`src/rtl/conv_accum_requant_if.sv`:
```
// conv_accum_requant_if: partial-sum input stream, per-output config and Q8.8 result stream
interface conv_accum_requant_if #(
    parameter int IN_WIDTH   = 32,
    parameter int OUT_WIDTH  = 16,
    parameter int TAPS_WIDTH = 8
);
    logic [TAPS_WIDTH-1:0]       cfg_taps;
    logic signed [OUT_WIDTH-1:0] bias_in;
    logic signed [IN_WIDTH-1:0]  psum_in;
    logic                        psum_valid;
    logic                        psum_ready;
    logic signed [OUT_WIDTH-1:0] data_out;
    logic                        valid_out;
    logic                        sat_out;
    logic                        ready_in;
    modport master (
        output cfg_taps, bias_in, psum_in, psum_valid, ready_in,
        input  psum_ready, data_out, valid_out, sat_out
    );
    modport slave (
        input  cfg_taps, bias_in, psum_in, psum_valid, ready_in,
        output psum_ready, data_out, valid_out, sat_out
    );
endinterface

```
`src/rtl/conv_accum_requant.sv`:
```
// conv_accum_requant: accumulates cfg_taps Q16.16 partial sums onto a Q8.8 bias, then rounds and saturates to Q8.8
module conv_accum_requant #(
    parameter int IN_WIDTH   = 32,
    parameter int ACC_WIDTH  = 40,
    parameter int OUT_WIDTH  = 16,
    parameter int FRAC_SHIFT = 8,
    parameter int TAPS_WIDTH = 8
) (
    input logic                clk,
    input logic                rst,
    conv_accum_requant_if.slave io
);
    typedef enum logic {FIRST, RUN} state_t;
    localparam logic signed [ACC_WIDTH-1:0] RND     = ACC_WIDTH'(1) << (FRAC_SHIFT - 1);
    localparam logic signed [ACC_WIDTH-1:0] OUT_MAX = (ACC_WIDTH'(1) << (OUT_WIDTH - 1)) - ACC_WIDTH'(1);
    localparam logic signed [ACC_WIDTH-1:0] OUT_MIN = -(ACC_WIDTH'(1) << (OUT_WIDTH - 1));
    state_t                      state_q, state_d;
    logic [TAPS_WIDTH-1:0]       taps_q, taps_d, cnt_q, cnt_d, taps_eff;
    logic signed [ACC_WIDTH-1:0] acc_q, acc_d, acc_sum, rnd_sum, rnd;
    logic signed [OUT_WIDTH-1:0] data_q, data_d;
    logic                        valid_q, valid_d, sat_q, sat_d;
    logic                        final_pending, ready, beat, last;
    always_comb begin
        taps_eff      = io.cfg_taps == '0 ? TAPS_WIDTH'(1) : io.cfg_taps;
        final_pending = state_q == FIRST ? taps_eff == TAPS_WIDTH'(1) : cnt_q == taps_q - TAPS_WIDTH'(1);
        ready         = !rst && !(final_pending && valid_q && !io.ready_in);
        beat          = io.psum_valid && ready;
        last          = beat && final_pending;
        acc_sum       = (state_q == FIRST ? ACC_WIDTH'(io.bias_in) <<< FRAC_SHIFT : acc_q)
                      + {{(ACC_WIDTH-IN_WIDTH){io.psum_in[IN_WIDTH-1]}}, io.psum_in};
        rnd_sum       = acc_sum + RND;
        rnd           = rnd_sum >>> FRAC_SHIFT;
        state_d       = beat ? (last ? FIRST : RUN) : state_q;
        taps_d        = beat && state_q == FIRST ? taps_eff : taps_q;
        cnt_d         = beat ? (state_q == FIRST ? TAPS_WIDTH'(1) : cnt_q + TAPS_WIDTH'(1)) : cnt_q;
        acc_d         = beat ? acc_sum : acc_q;
        valid_d       = last || (valid_q && !io.ready_in);
        data_d        = !last ? data_q :
                        rnd > OUT_MAX ? OUT_MAX[OUT_WIDTH-1:0] :
                        rnd < OUT_MIN ? OUT_MIN[OUT_WIDTH-1:0] : rnd[OUT_WIDTH-1:0];
        sat_d         = last ? (rnd > OUT_MAX || rnd < OUT_MIN) : sat_q;
    end
    always_ff @(posedge clk) begin
        if (rst) begin
            state_q <= FIRST;
            taps_q  <= TAPS_WIDTH'(1);
            cnt_q   <= '0;
            acc_q   <= '0;
            valid_q <= 1'b0;
            data_q  <= '0;
            sat_q   <= 1'b0;
        end else begin
            state_q <= state_d;
            taps_q  <= taps_d;
            cnt_q   <= cnt_d;
            acc_q   <= acc_d;
            valid_q <= valid_d;
            data_q  <= data_d;
            sat_q   <= sat_d;
        end
    end
    assign io.psum_ready = ready;
    assign io.data_out   = data_q;
    assign io.valid_out  = valid_q;
    assign io.sat_out    = sat_q;
endmodule
```
`src/flat_wrapper.sv`:
```
// flat-port wrapper written by rule: the top's interface ports become plain ports
module conv_accum_requant_flat 
#(
    parameter int IN_WIDTH   = 32,
    parameter int ACC_WIDTH  = 40,
    parameter int OUT_WIDTH  = 16,
    parameter int FRAC_SHIFT = 8,
    parameter int TAPS_WIDTH = 8
)
  (clk, rst, io_cfg_taps, io_bias_in, io_psum_in, io_psum_valid, io_ready_in, io_psum_ready, io_data_out, io_valid_out, io_sat_out);
  conv_accum_requant_if #(.IN_WIDTH(IN_WIDTH), .OUT_WIDTH(OUT_WIDTH), .TAPS_WIDTH(TAPS_WIDTH)) io_i ();
  input logic clk;
  input logic rst;
  input wire logic [$bits(io_i.cfg_taps)-1:0] io_cfg_taps;
  input wire logic [$bits(io_i.bias_in)-1:0] io_bias_in;
  input wire logic [$bits(io_i.psum_in)-1:0] io_psum_in;
  input wire logic [$bits(io_i.psum_valid)-1:0] io_psum_valid;
  input wire logic [$bits(io_i.ready_in)-1:0] io_ready_in;
  output wire logic [$bits(io_i.psum_ready)-1:0] io_psum_ready;
  output wire logic [$bits(io_i.data_out)-1:0] io_data_out;
  output wire logic [$bits(io_i.valid_out)-1:0] io_valid_out;
  output wire logic [$bits(io_i.sat_out)-1:0] io_sat_out;
  assign io_i.cfg_taps = io_cfg_taps;
  assign io_i.bias_in = io_bias_in;
  assign io_i.psum_in = io_psum_in;
  assign io_i.psum_valid = io_psum_valid;
  assign io_i.ready_in = io_ready_in;
  assign io_psum_ready = io_i.psum_ready;
  assign io_data_out = io_i.data_out;
  assign io_valid_out = io_i.valid_out;
  assign io_sat_out = io_i.sat_out;
  conv_accum_requant #(.IN_WIDTH(IN_WIDTH), .ACC_WIDTH(ACC_WIDTH), .OUT_WIDTH(OUT_WIDTH), .FRAC_SHIFT(FRAC_SHIFT), .TAPS_WIDTH(TAPS_WIDTH)) u_core (.clk(clk), .rst(rst), .io(io_i));
endmodule
```
`config.mk`:
```
export PLATFORM = sky130hd
export DESIGN_NAME = conv_accum_requant_flat
export DESIGN_NICKNAME = d
export VERILOG_FILES = /design/src/rtl/conv_accum_requant_if.sv /design/src/rtl/conv_accum_requant.sv /design/src/flat_wrapper.sv
export SDC_FILE = /design/constraint.sdc
export NUM_CORES = 1
export LEC_CHECK = 0
export ABC_AREA = 1
export BUFFER_PORTS_ARGS = -buffer_cell sky130_fd_sc_hd__buf_2
export CAP_MARGIN = 20
export CELL_PAD_IN_SITES_DETAIL_PLACEMENT = 1
export CELL_PAD_IN_SITES_GLOBAL_PLACEMENT = 1
export CORE_MARGIN = 2
export CORE_UTILIZATION = 38
export DETAILED_ROUTE_END_ITERATION = 16
export PLACE_DENSITY = 0.88
export SETUP_SLACK_MARGIN = 0.05
export SLEW_MARGIN = 20
export SYNTH_ARGS = -nofsm -noshare
export SYNTH_HDL_FRONTEND = slang
export SYNTH_SLANG_ARGS = --single-unit
```
`constraint.sdc`:
```
create_clock -name clk -period 3.9 [get_ports clk]
set_input_delay 0.39 -clock clk [delete_from_list [all_inputs] [get_ports clk]]
set_output_delay 0.39 -clock clk [all_outputs]
set_load 0.1 [all_outputs]
```
# Yosys cells after proc, flatten, opt, wreduce, memory -nomap -nowiden
# Cells that the tools add are included.
# op_classes
n_addsub,4
order_cmp,2
n_eq_ne,2
muxes,7
bitwise,1
reduce_logical,13
# op_table
cell,n
$add A40 B40 Y40,1
$add A40 B9 Y40 const B,1
$mux W40,1
$gt A32 B16 Y1 const B,1
$lt A32 B16 Y1 const B,1
$mux W16,2
$mux W8,2
$add A8 B1 Y8 const B,1
$eq A8 B1 Y1 const B,1
$eq A8 B8 Y1,1
$logic_not A8 Y1,1
$sub A8 B1 Y8 const B,1
$logic_and A1 B1 Y1,7
$logic_not A1 Y1,3
$logic_or A1 B1 Y1,2
$mux W1,2
$not A1 Y1,1
# word_totals
regBits,75
input_bits,60
out_inout_bits,19
word_cells,36

# Longest topological paths before layout
# Gate-level depths: netlist (run 1).
# depth
word_depth,11
ltp_mapped,33
ltp_nobuf,30

# Worst setup path before layout (run 1)
# OpenSTA, ideal clock, no wires.
# synth_path
path_kind,register to register
startpoint,register u_core.state_q
endpoint,register u_core.sat_q (netlist: u_core.io.sat_out)
setup_time_ns,0.109
t_arrival_ns,3.600
required_time_ns,3.791
slack_ns,0.191
path_stages_with_launch,28
n_path_buf,3
synth_period_minus_slack_ns,3.709
cell_sequence,dfxtp_1 clkbuf_1 clkbuf_1 nand2_1 inv_1 ha_1 fa_1 nand3_1 nand3_1 nand2_1 nand3_1 nand2_2 ha_1 nand2_1 nor2_1 nand2_1 nor2_1 nand2_1 nor2_1 nand2_1 nand3b_1 xor2_2 inv_2 nand2_4 buf_8 nand3_1 nand2_1 inv_1
# synth_via
elab_cells_between_ends,13
cone_classes,add/sub (2); order compare (2); mux (2); reduce/logical (7)
# synth_lines
element,line_no,text
from (decl),conv_accum_requant.sv:17,"state_t state_q, state_d;"
from (signal assigned),conv_accum_requant.sv:53,state_q <= state_d;
$mux W40 (*),conv_accum_requant.sv:29,acc_sum = (state_q == FIRST ? ACC_WIDTH'(io.bias_in) <<< FRAC_SHIFT : acc_q)
$add A40 B40 Y40 (*),conv_accum_requant.sv:30,"+ {{(ACC_WIDTH-IN_WIDTH){io.psum_in[IN_WIDTH-1]}}, io.psum_in};"
named net u_core.acc_sum[8],conv_accum_requant.sv:19,"logic signed [ACC_WIDTH-1:0] acc_q, acc_d, acc_sum, rnd_sum, rnd;"
$add A40 B9 Y40 (*),conv_accum_requant.sv:31,rnd_sum = acc_sum + RND;
$gt A32 B16 Y1 or $lt A32 B16 Y1 (tied branches),conv_accum_requant.sv:41,sat_d = last ? (rnd > OUT_MAX || rnd < OUT_MIN) : sat_q;
$logic_or A1 B1 Y1 (*),conv_accum_requant.sv:41,
to (signal assigned),conv_accum_requant.sv:59,sat_q <= sat_d;
to (decl),conv_accum_requant.sv:21,"logic valid_q, valid_d, sat_q, sat_d;"
# Mark *: on every way through the listed nets, which the timed path passes. The rest lies on a longest branch.
# A chain may end at the register's enable or synchronous reset.

# Worst setup path in the final report (run 1)
# layout_path
startpoint,register u_core.state_q
endpoint,register u_core.data_q[5] (netlist: u_core.io.data_out[5])
# layout_via
elab_chain_cells,7
elab_cells_between_ends,14
cone_classes,add/sub (2); order compare (2); mux (4); reduce/logical (6)
# layout_lines
element,line_no,text
"parallel branches: the longest is 7 deep, another holds $add A40 B40 Y40",n/a,
to (signal assigned),conv_accum_requant.sv:58,data_q <= data_d;
to (decl),conv_accum_requant.sv:20,"logic signed [OUT_WIDTH-1:0] data_q, data_d;"
# Several ways; the timed one is not identified.

==> reports/metrics.csv, run 1 <==
stage,metric,value,unit
timing,finalSetupViolCount,17,
timing,clock_skew,28.2,ps
clocking,clk_latency,380,ps
outcome,violations,negative setup slack,
synthesis,async_flop_share,0,
placement,pre_cts_ws,-275,ps
placement,dp_hpwl,25600,um
synthesis,syn_nets,1537,
placement,dp_cells,1850,
final_layout,antenna_cells,0,
grt,grt_pass1_vias,11059,
power_and_ir_drop,power.density,368,nW/um^2
hold_path,hp-class,in -> reg,
placement,io_buffers,78,
outcome,outcome,"finished, violations left",
synthesis,synth_top_area_frac,0.249,
timing,worst_pin_slew,801,ps
setup_path,cp-start-kind,flip-flop,
clocking,clk_pin_slew,70,ps
floorplan,pin_count,79,
synthesis,netlist_area,8030,sq um
routing,wire_per_inst,24.1,um
clocking,cts-root-buf,clkbuf_16,
routing,drt-initial-drc-count,1033,
timing,layout_min_cycle_time,4430,ps
final_layout,final_cells,1913,
clocking,clockBufferDepth,2,
synthesis,ys.warnings.count,0,
grt,grt_overflow,0,
final_layout,syn2layout_area_growth,40.7,%
placement,placed_area,9350,sq um
power_and_ir_drop,p_leak,5.68,nW
grt,antenna_found_initial,2,
timing,timing.fmax,226,MHz
routing,totalWireLength,46100,um
run,drv_cap,0,
final_layout,drive_gt1_frac,0.351,
setup_path,path_max_fanout,15,
setup_path,path_class,reg -> reg,
routing,postRouteAntennaNets,0,
timing,rsz0062_at_grt,true,
grt,grtUsageTotal,0.331,
timing,slew_viol_final,0,
timing,hold_violations,0,
grt,grt_max_degree,66,
setup_path,required,4150,ps
setup_path,worst-endpoint-arrival,4670,ps
synthesis,ys_seq_elements,75,
routing,drtPass1Iterations,7,
clocking,numCtsBuffers,9,
clocking,cts_tree,done,
floorplan,dieHeight,149,um
timing,fin_ws,-528,ps
final_layout,nets,1736,
routing,viasPerCell,6.03,
clocking,clock_sinks,75,
floorplan,die_width,149,um
timing,timing.final.crit_share,1.14,
synthesis,synth_ff_type,dfxtp_1,
routing,drcViolationCount,0,
floorplan,start_util,0.384,
final_layout,n_fill_cell,2863,
floorplan,die_area,22300,sq um
synthesis,synth_most_common_cell,nand2_1,
synthesis,synth_cell_types,42,
final_layout,final_cell_area,11300,sq um
placement,gp_congestion,0.961,
clocking,cts-htree-levels,3,
synthesis,synth_area_leaders,"nand2_1, dfxtp_1, inv_1",
synthesis,ys_seq_area_frac,0.187,
setup_path,crit_path_end_kind,flip-flop,
power_and_ir_drop,peakVddDrop,0.000196,V
floorplan,core_area,20900,sq um
routing,num_vias,11541,
timing,relSlewSlack,0.466,
synthesis,synth_edf_count,0,
synthesis,synth_common_cells,"nand2_1, inv_1, nand3_1",
synthesis,synthCells,1434,
grt,grt_pass1_wl,57700,um
floorplan,row_count,53,
synthesis,synth_top_area_cell,nand2_1,
synthesis,synth.avg_cell_area,5.60,sq um
[per-stage QoR]
stage	setup TNS (ps)	hold WS, ps	util	power (mW)
after floorplan	0	424	-	1.94
after global placement	-528	446	0.448	2.49
after detailed placement	-3910	461	0.448	2.57
after CTS	0	267	0.495	3.60
after global routing	-9820	302	0.541	4.29
final	-8240	278	0.541	4.15
[area by class of cell]
cell class / instances / area (sq um) / area share
Sequential cell: 75 / 1510 / 0.133
Inverter: 213 / 810 / 0.0717
Timing Repair Buffer: 213 / 1490 / 0.132
Clock inverter: 7 / 62.6 / 0.00554
Clock buffer: 9 / 225 / 0.0199
Multi-Input combinational cell: 1121 / 6850 / 0.607
Tap cell: 275 / 344 / 0.0305
[cell families after synthesis]
logic type | synth area share
buffers and inverters | 0.114
AOI/OAI and AO/OA | 0.106
xor gates and xnor gates | 0.0359
adders and majority gates | 0.0680
DFF | 0.187
and+or+nand+nor | 0.489
[final timing paths]
check	from	end	slack, ps	cells past startpoint
worst min-delay path	io_cfg_taps[7]	u_core.taps_q[7]	280	3
worst min register to register	u_core.acc_q[39]	u_core.acc_q[39]	470	2
worst max register to register	u_core.state_q	u_core.io.data_out[5]	-530	25
worst max-delay path	u_core.state_q	u_core.io.data_out[5]	-530	25
[state kept, by name (all words and copies together) (netlist names)]
register,flops
u_core.acc_q,40
u_core.cnt_q,8
u_core.io.data_out,16
u_core.io.sat_out,1
u_core.io.valid_out,1
u_core.state_q,1
u_core.taps_q,8
[cells in the final DEF (no fill, tap or decap), types with 19 or more instances in the layout]
cell and count:
a21oi_1 27, nor2_1 57, nand2_4 25, dfxtp_1 74, xor2_1 20, inv_2 26, nand4_1 19, buf_4 124
ha_4 21, nor2_4 37, inv_1 184, nor2_2 40, nand3_1 121, a21oi_2 32, buf_2 78, nand2_1 427
nand2_2 117, o21ai_0 69
[power breakdown]
part | internal (mW) | switching, mW | leakage, nW | total (mW)
Clock | 0.448 | 0.460 | 0.139 | 0.908
Sequential | 0.831 | 0.0517 | 0.616 | 0.883
Combinational | 0.781 | 1.58 | 4.93 | 2.36
Total | 2.06 | 2.09 | 5.68 | 4.15
[timing repair]
item / in CTS / in global routing
setup buffers: 15 / 30
pin swaps: 28 / 80
setup endpoints to repair: 17 / 17
gates resized for setup: 122 / 202
hold buffers: 0 / 0
cloned: 3 / 0
[routing by layer]
layer | vias to the layer above | GRT usage | wire [um] | share of wire
li1 | 4920 | - | - | -
met1 | 5485 | 0.373 | 16100 | 0.35
met2 | 766 | 0.582 | 21100 | 0.46
met3 | 368 | 0.0563 | 4040 | 0.088
met4 | 2 | 0.203 | 4750 | 0.10
met5 | - | 0 | 11 | 0.00024
[critical path, stage by stage (launching register included)]
cell and delay, ps:
dfxtp_4 390, buf_12 170, nand2_1 240, nand2_1 120, ha_1 380, nand2_2 110, nor2_2 230, nand2_1 170
inv_1 130, nand3_2 100, nand3_1 120, nand2_1 70, nand2_2 190, nand2_4 130, nor2_4 180, buf_4 140
nand3_2 110, nand2_2 210, nand2_1 110, nor2_1 110, nand2_1 80, nor2_2 120, nand3_2 140, a21oi_4 260
clkbuf_16 210, a21oi_2 70
No activity file was read; power rests on OpenSTA's default activity.
==> run 2, diff against run 1 <==
- CORE_UTILIZATION: 38 -> 30
- PLACE_DENSITY: 0.88 -> 0.74
==> reports/metrics.csv, run 2 (same netlist as run 1, synthesis figures left out) <==
stage,metric,value,unit,change
outcome,outcome,"finished, violations left",,unchanged
outcome,violations,negative setup slack,,unchanged
floorplan,dieHeight,168,um,was 149 um
timing,relSlewSlack,0.512,,was 0.466
floorplan,row_count,59,,was 53
routing,totalWireLength,39800,um,was 46100 um
grt,grtUsageTotal,0.241,,was 0.331
routing,wire_per_inst,19.7,um,was 24.1 um
power_and_ir_drop,power_frac_seq,0.209,,was 0.213
final_layout,drive_gt1_frac,0.404,,was 0.351
setup_path,cp_num_cells,26,,was 25
timing,rsz0062_at_grt,true,,unchanged
setup_path,r2r-end,u_core.io.data_out[2],,was u_core.io.data_out[5]
grt,grt_max_degree,66,,unchanged
routing,drtPass1Iterations,6,,was 7
grt,antenna_found_initial,0,,was 2
clocking,clk_latency,360,ps,was 380 ps
clocking,cts_tree,done,,unchanged
hold_path,whs_endpoint,u_core.taps_q[7],,unchanged
setup_path,crit_family,simple AND/OR/NAND/NOR gates,,unchanged
power_and_ir_drop,p_switching,2.00,mW,was 2.09 mW
setup_path,r2r_cells,26,,was 25
routing,drcViolationCount,0,,unchanged
setup_path,r2r_start,u_core.state_q,,unchanged
final_layout,post-route-util,0.462,,was 0.541
floorplan,core_area,26100,sq um,was 20900 sq um
power_and_ir_drop,pwr-share-comb,0.587,,was 0.568
final_layout,final_cell_mix,"nand2_1, inv_1, buf_4, nand2_2, nand3_1",,"was nand2_1, inv_1, buf_4, nand3_1, nand2_2"
final_layout,n_fill_cell,3451,,was 2863
setup_path,cp-start-kind,flip-flop,,unchanged
timing,timing.final.crit_share,1.09,,was 1.14
routing,postRouteAntennaNets,0,,unchanged
timing,worst_pin_slew,732,ps,was 801 ps
setup_path,worst-path-buf-inv,3,,was 4
placement,gp_congestion,0.919,,was 0.961
timing,fin_ws,-341,ps,was -528 ps
grt,grt_pass1_wl,53900,um,was 57700 um
final_layout,layout_commonest_cell,nand2_1,,unchanged
run,drv_cap,0,,unchanged
setup_path,path_common_cell,nand2_2,,was nand2_1
routing,drt-initial-drc-count,708,,was 1033
grt,grt_overflow,0,,unchanged
hold_path,min_from,io_cfg_taps[7],,unchanged
setup_path,crit_path_end_kind,flip-flop,,unchanged
floorplan,start_util,0.307,,was 0.384
setup_path,worst-endpoint-arrival,4490,ps,was 4670 ps
grt,grt_pass1_vias,10391,,was 11059
routing,viasPerCell,5.31,,was 6.03
clocking,clk_pin_slew,70,ps,about the same
clocking,numCtsBuffers,9,,unchanged
clocking,clockBufferDepth,2,,unchanged
floorplan,die_area,28100,sq um,was 22300 sq um
setup_path,path_max_fanout,17,,was 15
power_and_ir_drop,p_leak,5.93,nW,was 5.68 nW
setup_path,ff2ff_setup_slack,-340,ps,was -530 ps
setup_path,slowest_stage,dfxtp_4,,unchanged
final_layout,nets,1784,,was 1736
setup_path,path_class,reg -> reg,,unchanged
clocking,clock_sinks,75,,unchanged
hold_path,worstHoldPathCells,3,,unchanged
timing,slew_viol_final,0,,unchanged
timing,timing.fmax,236,MHz,was 226 MHz
power_and_ir_drop,peakVddDrop,0.000188,V,was 0.000196 V
power_and_ir_drop,p_int,2.20,mW,was 2.06 mW
setup_path,required,4150,ps,about the same
final_layout,antenna_cells,0,,unchanged
placement,pre_cts_ws,-290,ps,was -275 ps
hold_path,hp-class,in -> reg,,unchanged
floorplan,pin_count,79,,unchanged
timing,finalSetupViolCount,16,,was 17
routing,num_vias,10723,,was 11541
clocking,cts-root-buf,clkbuf_16,,unchanged
final_layout,syn2layout_area_growth,50.4,%,was 40.7%
floorplan,die_width,168,um,was 149 um
final_layout,multi_input_area,7110,sq um,was 6850 sq um
power_and_ir_drop,clock_power_share,0.204,,was 0.219
clocking,cts-htree-levels,3,,unchanged
placement,dp_hpwl,27300,um,was 25600 um
timing,hold_violations,0,,unchanged
final_layout,regMostFlops,u_core.acc_q,,unchanged
setup_path,slowest_delay,490,ps,was 390 ps
power_and_ir_drop,switching_share,0.475,,was 0.504
timing,clock_skew,10.1,ps,was 28.2 ps
power_and_ir_drop,power.density,348,nW/um^2,was 368 nW/um^2
final_layout,regArea,1510,sq um,unchanged
final_layout,largest_reg_flops,40,,unchanged
timing,layout_min_cycle_time,4240,ps,was 4430 ps
placement,io_buffers,78,,unchanged
==> run 2: cell count changes in the layout (fill, tap and decap cells not counted), moves of 7 or more <==
cell     change
buf_4       +42
ha_1         -7
ha_4         +7
nand2_1     -27
nand2_2     +31
nand3_1      -9
nand3_2     +11
==> run 2: timing repair <==
action,in CTS,in global routing
gates cloned,2,4
pin swaps,10,65
setup buffers,2,29
gates resized for setup,84,308
hold buffers,0,0
setup endpoints to repair,17,17
==> run 2: cell type report <==
type                            count  area share
Timing Repair Buffer              261       0.161
Multi-Input combinational cell   1121       0.589
Clock inverter                      7     0.00477
Sequential cell                    75       0.125
Inverter                          213      0.0673
Clock buffer                        9      0.0187
Tap cell                          335      0.0347
==> run 2: how the worst max path moves through the flow <==
stage / start / to
floorplan: u_core.state_q / u_core.io.sat_out
global placement: u_core.state_q / u_core.io.data_out[1]
detailed placement: u_core.state_q / u_core.io.data_out[0]
CTS: u_core.state_q / u_core.io.data_out[0]
global route: u_core.state_q / u_core.io.data_out[2]
finish: u_core.state_q / u_core.io.data_out[2]
==> run 2: worst reg2reg max path, delay by kind of cell (launching register included) <==
kind	cells	cell delay (ps)
and+or+nand+nor	21	2720
DFF	1	490
buffers and inverters	3	320
adders and majority gates	1	310
AOI/OAI and AO/OA	1	300
==> run 2: stage by stage <==
stage | hold slack (ps) | power [mW] | cells | area, sq um | setup TNS, ps
after global routing | 294 | 4.40 | 2021 | 12100 | -5020
after CTS | 273 | 3.68 | 1988 | 10500 | 0
after detailed placement | 471 | 2.73 | 1968 | 9850 | -4240
after global placement | 454 | 2.67 | 1968 | 9850 | -3410
after floorplan | 424 | 1.94 | 1434 | 8030 | 0
final | 276 | 4.20 | 2021 | 12100 | -3630
==> run 2: layer usage <==
| metal | track usage | wire length, um |
|---|---|---|
| met1 | 0.311 | 16600 |
| met2 | 0.407 | 19400 |
| met4 | 0.0915 | 1720 |
| met5 | 0 | 0 |
| met3 | 0.0352 | 2080 |
==> run 2: power by group through the flow <==
| stage | Sequential [mW] | Combinational [mW] | Clock [mW] |
|---|---|---|---|
| after floorplan | 0.893 | 1.05 | 0 |
| final | 0.876 | 2.47 | 0.858 |
| after global placement | 0.882 | 1.79 | 0 |
| after global routing | 0.882 | 2.63 | 0.894 |
| after detailed placement | 0.885 | 1.84 | 0 |
| after CTS | 0.870 | 1.95 | 0.857 |
==> run 3, diff against run 2 <==
- CORE_UTILIZATION: 30 -> 35
- PLACE_DENSITY: 0.74 -> 0.83
==> reports/metrics.csv, run 3 (same netlist as run 1, synthesis figures left out) <==
stage,metric,value,unit,change
outcome,outcome,"finished, violations left",,unchanged
outcome,violations,negative setup slack,,unchanged
hold_path,worstHoldPathCells,2,,was 3
routing,drcViolationCount,0,,unchanged
power_and_ir_drop,peakVddDrop,0.000209,V,was 0.000188 V
final_layout,multi_input_area,7200,sq um,was 7110 sq um
clocking,clockBufferDepth,2,,unchanged
grt,grt_max_degree,81,,was 66
final_layout,final_cell_area,11800,sq um,was 12100 sq um
routing,viasPerCell,5.89,,was 5.31
routing,postRouteAntennaNets,0,,unchanged
hold_path,min_from,rst,,was io_cfg_taps[7]
grt,antenna_found_initial,0,,unchanged
clocking,clk_pin_slew,80,ps,was 70 ps
setup_path,r2r_start,u_core.state_q,,unchanged
final_layout,regMostFlops,u_core.acc_q,,unchanged
setup_path,required,4150,ps,about the same
power_and_ir_drop,power.density,365,nW/um^2,was 348 nW/um^2
final_layout,largest_reg_flops,40,,unchanged
final_layout,regArea,1510,sq um,unchanged
clocking,clk_latency,380,ps,was 360 ps
floorplan,row_count,55,,was 59
setup_path,slowest_stage,dfxtp_4,,unchanged
setup_path,path_class,reg -> reg,,unchanged
timing,worst_pin_slew,828,ps,was 732 ps
setup_path,crit_path_end_kind,flip-flop,,unchanged
timing,hold_violations,0,,unchanged
placement,gp_congestion,0.944,,was 0.919
setup_path,ff2ff_setup_slack,-490,ps,was -340 ps
timing,layout_min_cycle_time,4390,ps,was 4240 ps
floorplan,pin_count,79,,unchanged
floorplan,core_area,22600,sq um,was 26100 sq um
routing,wire_per_inst,22.7,um,was 19.7 um
clocking,clock_sinks,75,,unchanged
placement,placed_area,9410,sq um,was 9850 sq um
timing,clock_skew,8.95,ps,was 10.1 ps
final_layout,antenna_cells,0,,unchanged
grt,grt_pass1_wl,51600,um,was 53900 um
power_and_ir_drop,p_leak,5.73,nW,was 5.93 nW
timing,finalSetupViolCount,17,,was 16
timing,fin_ws,-489,ps,was -341 ps
routing,totalWireLength,43800,um,was 39800 um
hold_path,hp-class,in -> reg,,unchanged
floorplan,die_width,155,um,was 168 um
setup_path,r2r_cells,28,,was 26
floorplan,start_util,0.356,,was 0.307
clocking,cts-root-buf,clkbuf_16,,unchanged
setup_path,path_common_cell,nand2_1,,was nand2_2
final_layout,drive_gt1_frac,0.389,,was 0.404
grt,grtUsageTotal,0.269,,was 0.241
clocking,cts_tree,done,,unchanged
clocking,cts-htree-levels,3,,unchanged
timing,timing.final.crit_share,1.13,,was 1.09
floorplan,die_area,24200,sq um,was 28100 sq um
floorplan,dieHeight,155,um,was 168 um
run,drv_cap,0,,unchanged
placement,dp_hpwl,26400,um,was 27300 um
final_layout,syn2layout_area_growth,46.5,%,was 50.4%
timing,rsz0062_at_grt,true,,unchanged
timing,timing.fmax,228,MHz,was 236 MHz
routing,drtPass1Iterations,8,,was 6
final_layout,final_cell_mix,"nand2_1, inv_1, nand2_2, buf_4, nand3_1",,"was nand2_1, inv_1, buf_4, nand2_2, nand3_1"
routing,num_vias,11358,,was 10723
setup_path,worst-endpoint-arrival,4640,ps,was 4490 ps
setup_path,critPathLaunch,u_core.state_q,,unchanged
setup_path,path_max_fanout,12,,was 17
grt,grt_pass1_vias,10275,,was 10391
final_layout,nets,1741,,was 1784
setup_path,cp-start-kind,flip-flop,,unchanged
routing,drt-initial-drc-count,868,,was 708
final_layout,layout_commonest_cell,nand2_1,,unchanged
timing,slew_viol_final,0,,unchanged
setup_path,slowest_delay,450,ps,was 490 ps
final_layout,n_fill_cell,2986,,was 3451
placement,io_buffers,78,,unchanged
clocking,cts_hold_buf,0,,unchanged
timing,relSlewSlack,0.448,,was 0.512
clocking,numCtsBuffers,9,,unchanged
power_and_ir_drop,power,4.29,mW,was 4.20 mW
grt,grt_overflow,0,,unchanged
==> run 3: changes by cell type in the layout (fill, tap and decap cells not counted), moves of 4 or more <==
| cell | before | now |
|---|---|---|
| nand3_1 | 112 | 116 |
| nand2_4 | 21 | 32 |
| nor2_4 | 39 | 50 |
| nor2_1 | 54 | 50 |
| ha_4 | 28 | 32 |
| nand2_2 | 148 | 139 |
| nor2_2 | 41 | 34 |
| buf_4 | 166 | 125 |
==> run 3: path summary, 6_finish.rpt <==
path	endpoint
worst max register to register	u_core.io.data_out[6]
worst min-delay path	u_core.io.valid_out
worst min register to register	u_core.acc_q[1]
worst max-delay path	u_core.io.data_out[6]
==> run 3: report_power, final <==
part	switching [mW]	total, mW	internal [mW]
Sequential	0.0489	0.879	0.830
Combinational	1.62	2.50	0.880
Clock	0.470	0.920	0.450
==> run 3: metrics by stage <==
| step | std cells | hold slack (ps) | setup WS [ps] | setup TNS [ps] | utilization |
|---|---|---|---|---|---|
| 2_1_floorplan | 1434 | 424 | 191 | 0 | - |
| 5_1_grt | 1928 | 270 | -576 | -8580 | 0.521 |
| 3_5_place_dp | 1864 | 469 | -184 | -2720 | 0.417 |
| 4_1_cts | 1882 | 265 | 50.3 | 0 | 0.437 |
| 6_report | 1928 | 258 | -489 | -7510 | 0.521 |
| 3_3_place_gp | 1864 | 454 | -102 | -1390 | 0.417 |
==> run 3: cell type report <==
type                    instances  area share
multi-input cells            1120       0.613
repair buffers                219       0.135
flip-flops and latches         75       0.128
inverters                     213      0.0686
well taps                     285      0.0303
clock buffers                   9      0.0192
clock inverters                 7     0.00596
==> run 3: timing repair <==
| item | CTS | global route |
|---|---|---|
| cloned | 0 | 2 |
| gates resized for setup | 35 | 383 |
| pin swaps | 4 | 103 |
| setup buffers | 2 | 44 |
| endpoints found under the setup margin | 17 | 17 |
==> run 3: routing by layer <==
metal  track usage  vias up  share of wire
met2         0.470      634           0.48
met3        0.0357      314          0.065
met1         0.324     5463           0.37
met4         0.134        0          0.090
met5             0        -              0
li1              -     4947              -
==> run 3: worst max-delay path, delay by kind of cell (launching register included) <==
family,cells,cell delay (ps)
fa+ha+maj,1,320
flops,1,450
compound gates,2,300
buf+inv,6,770
simple gates,19,2400
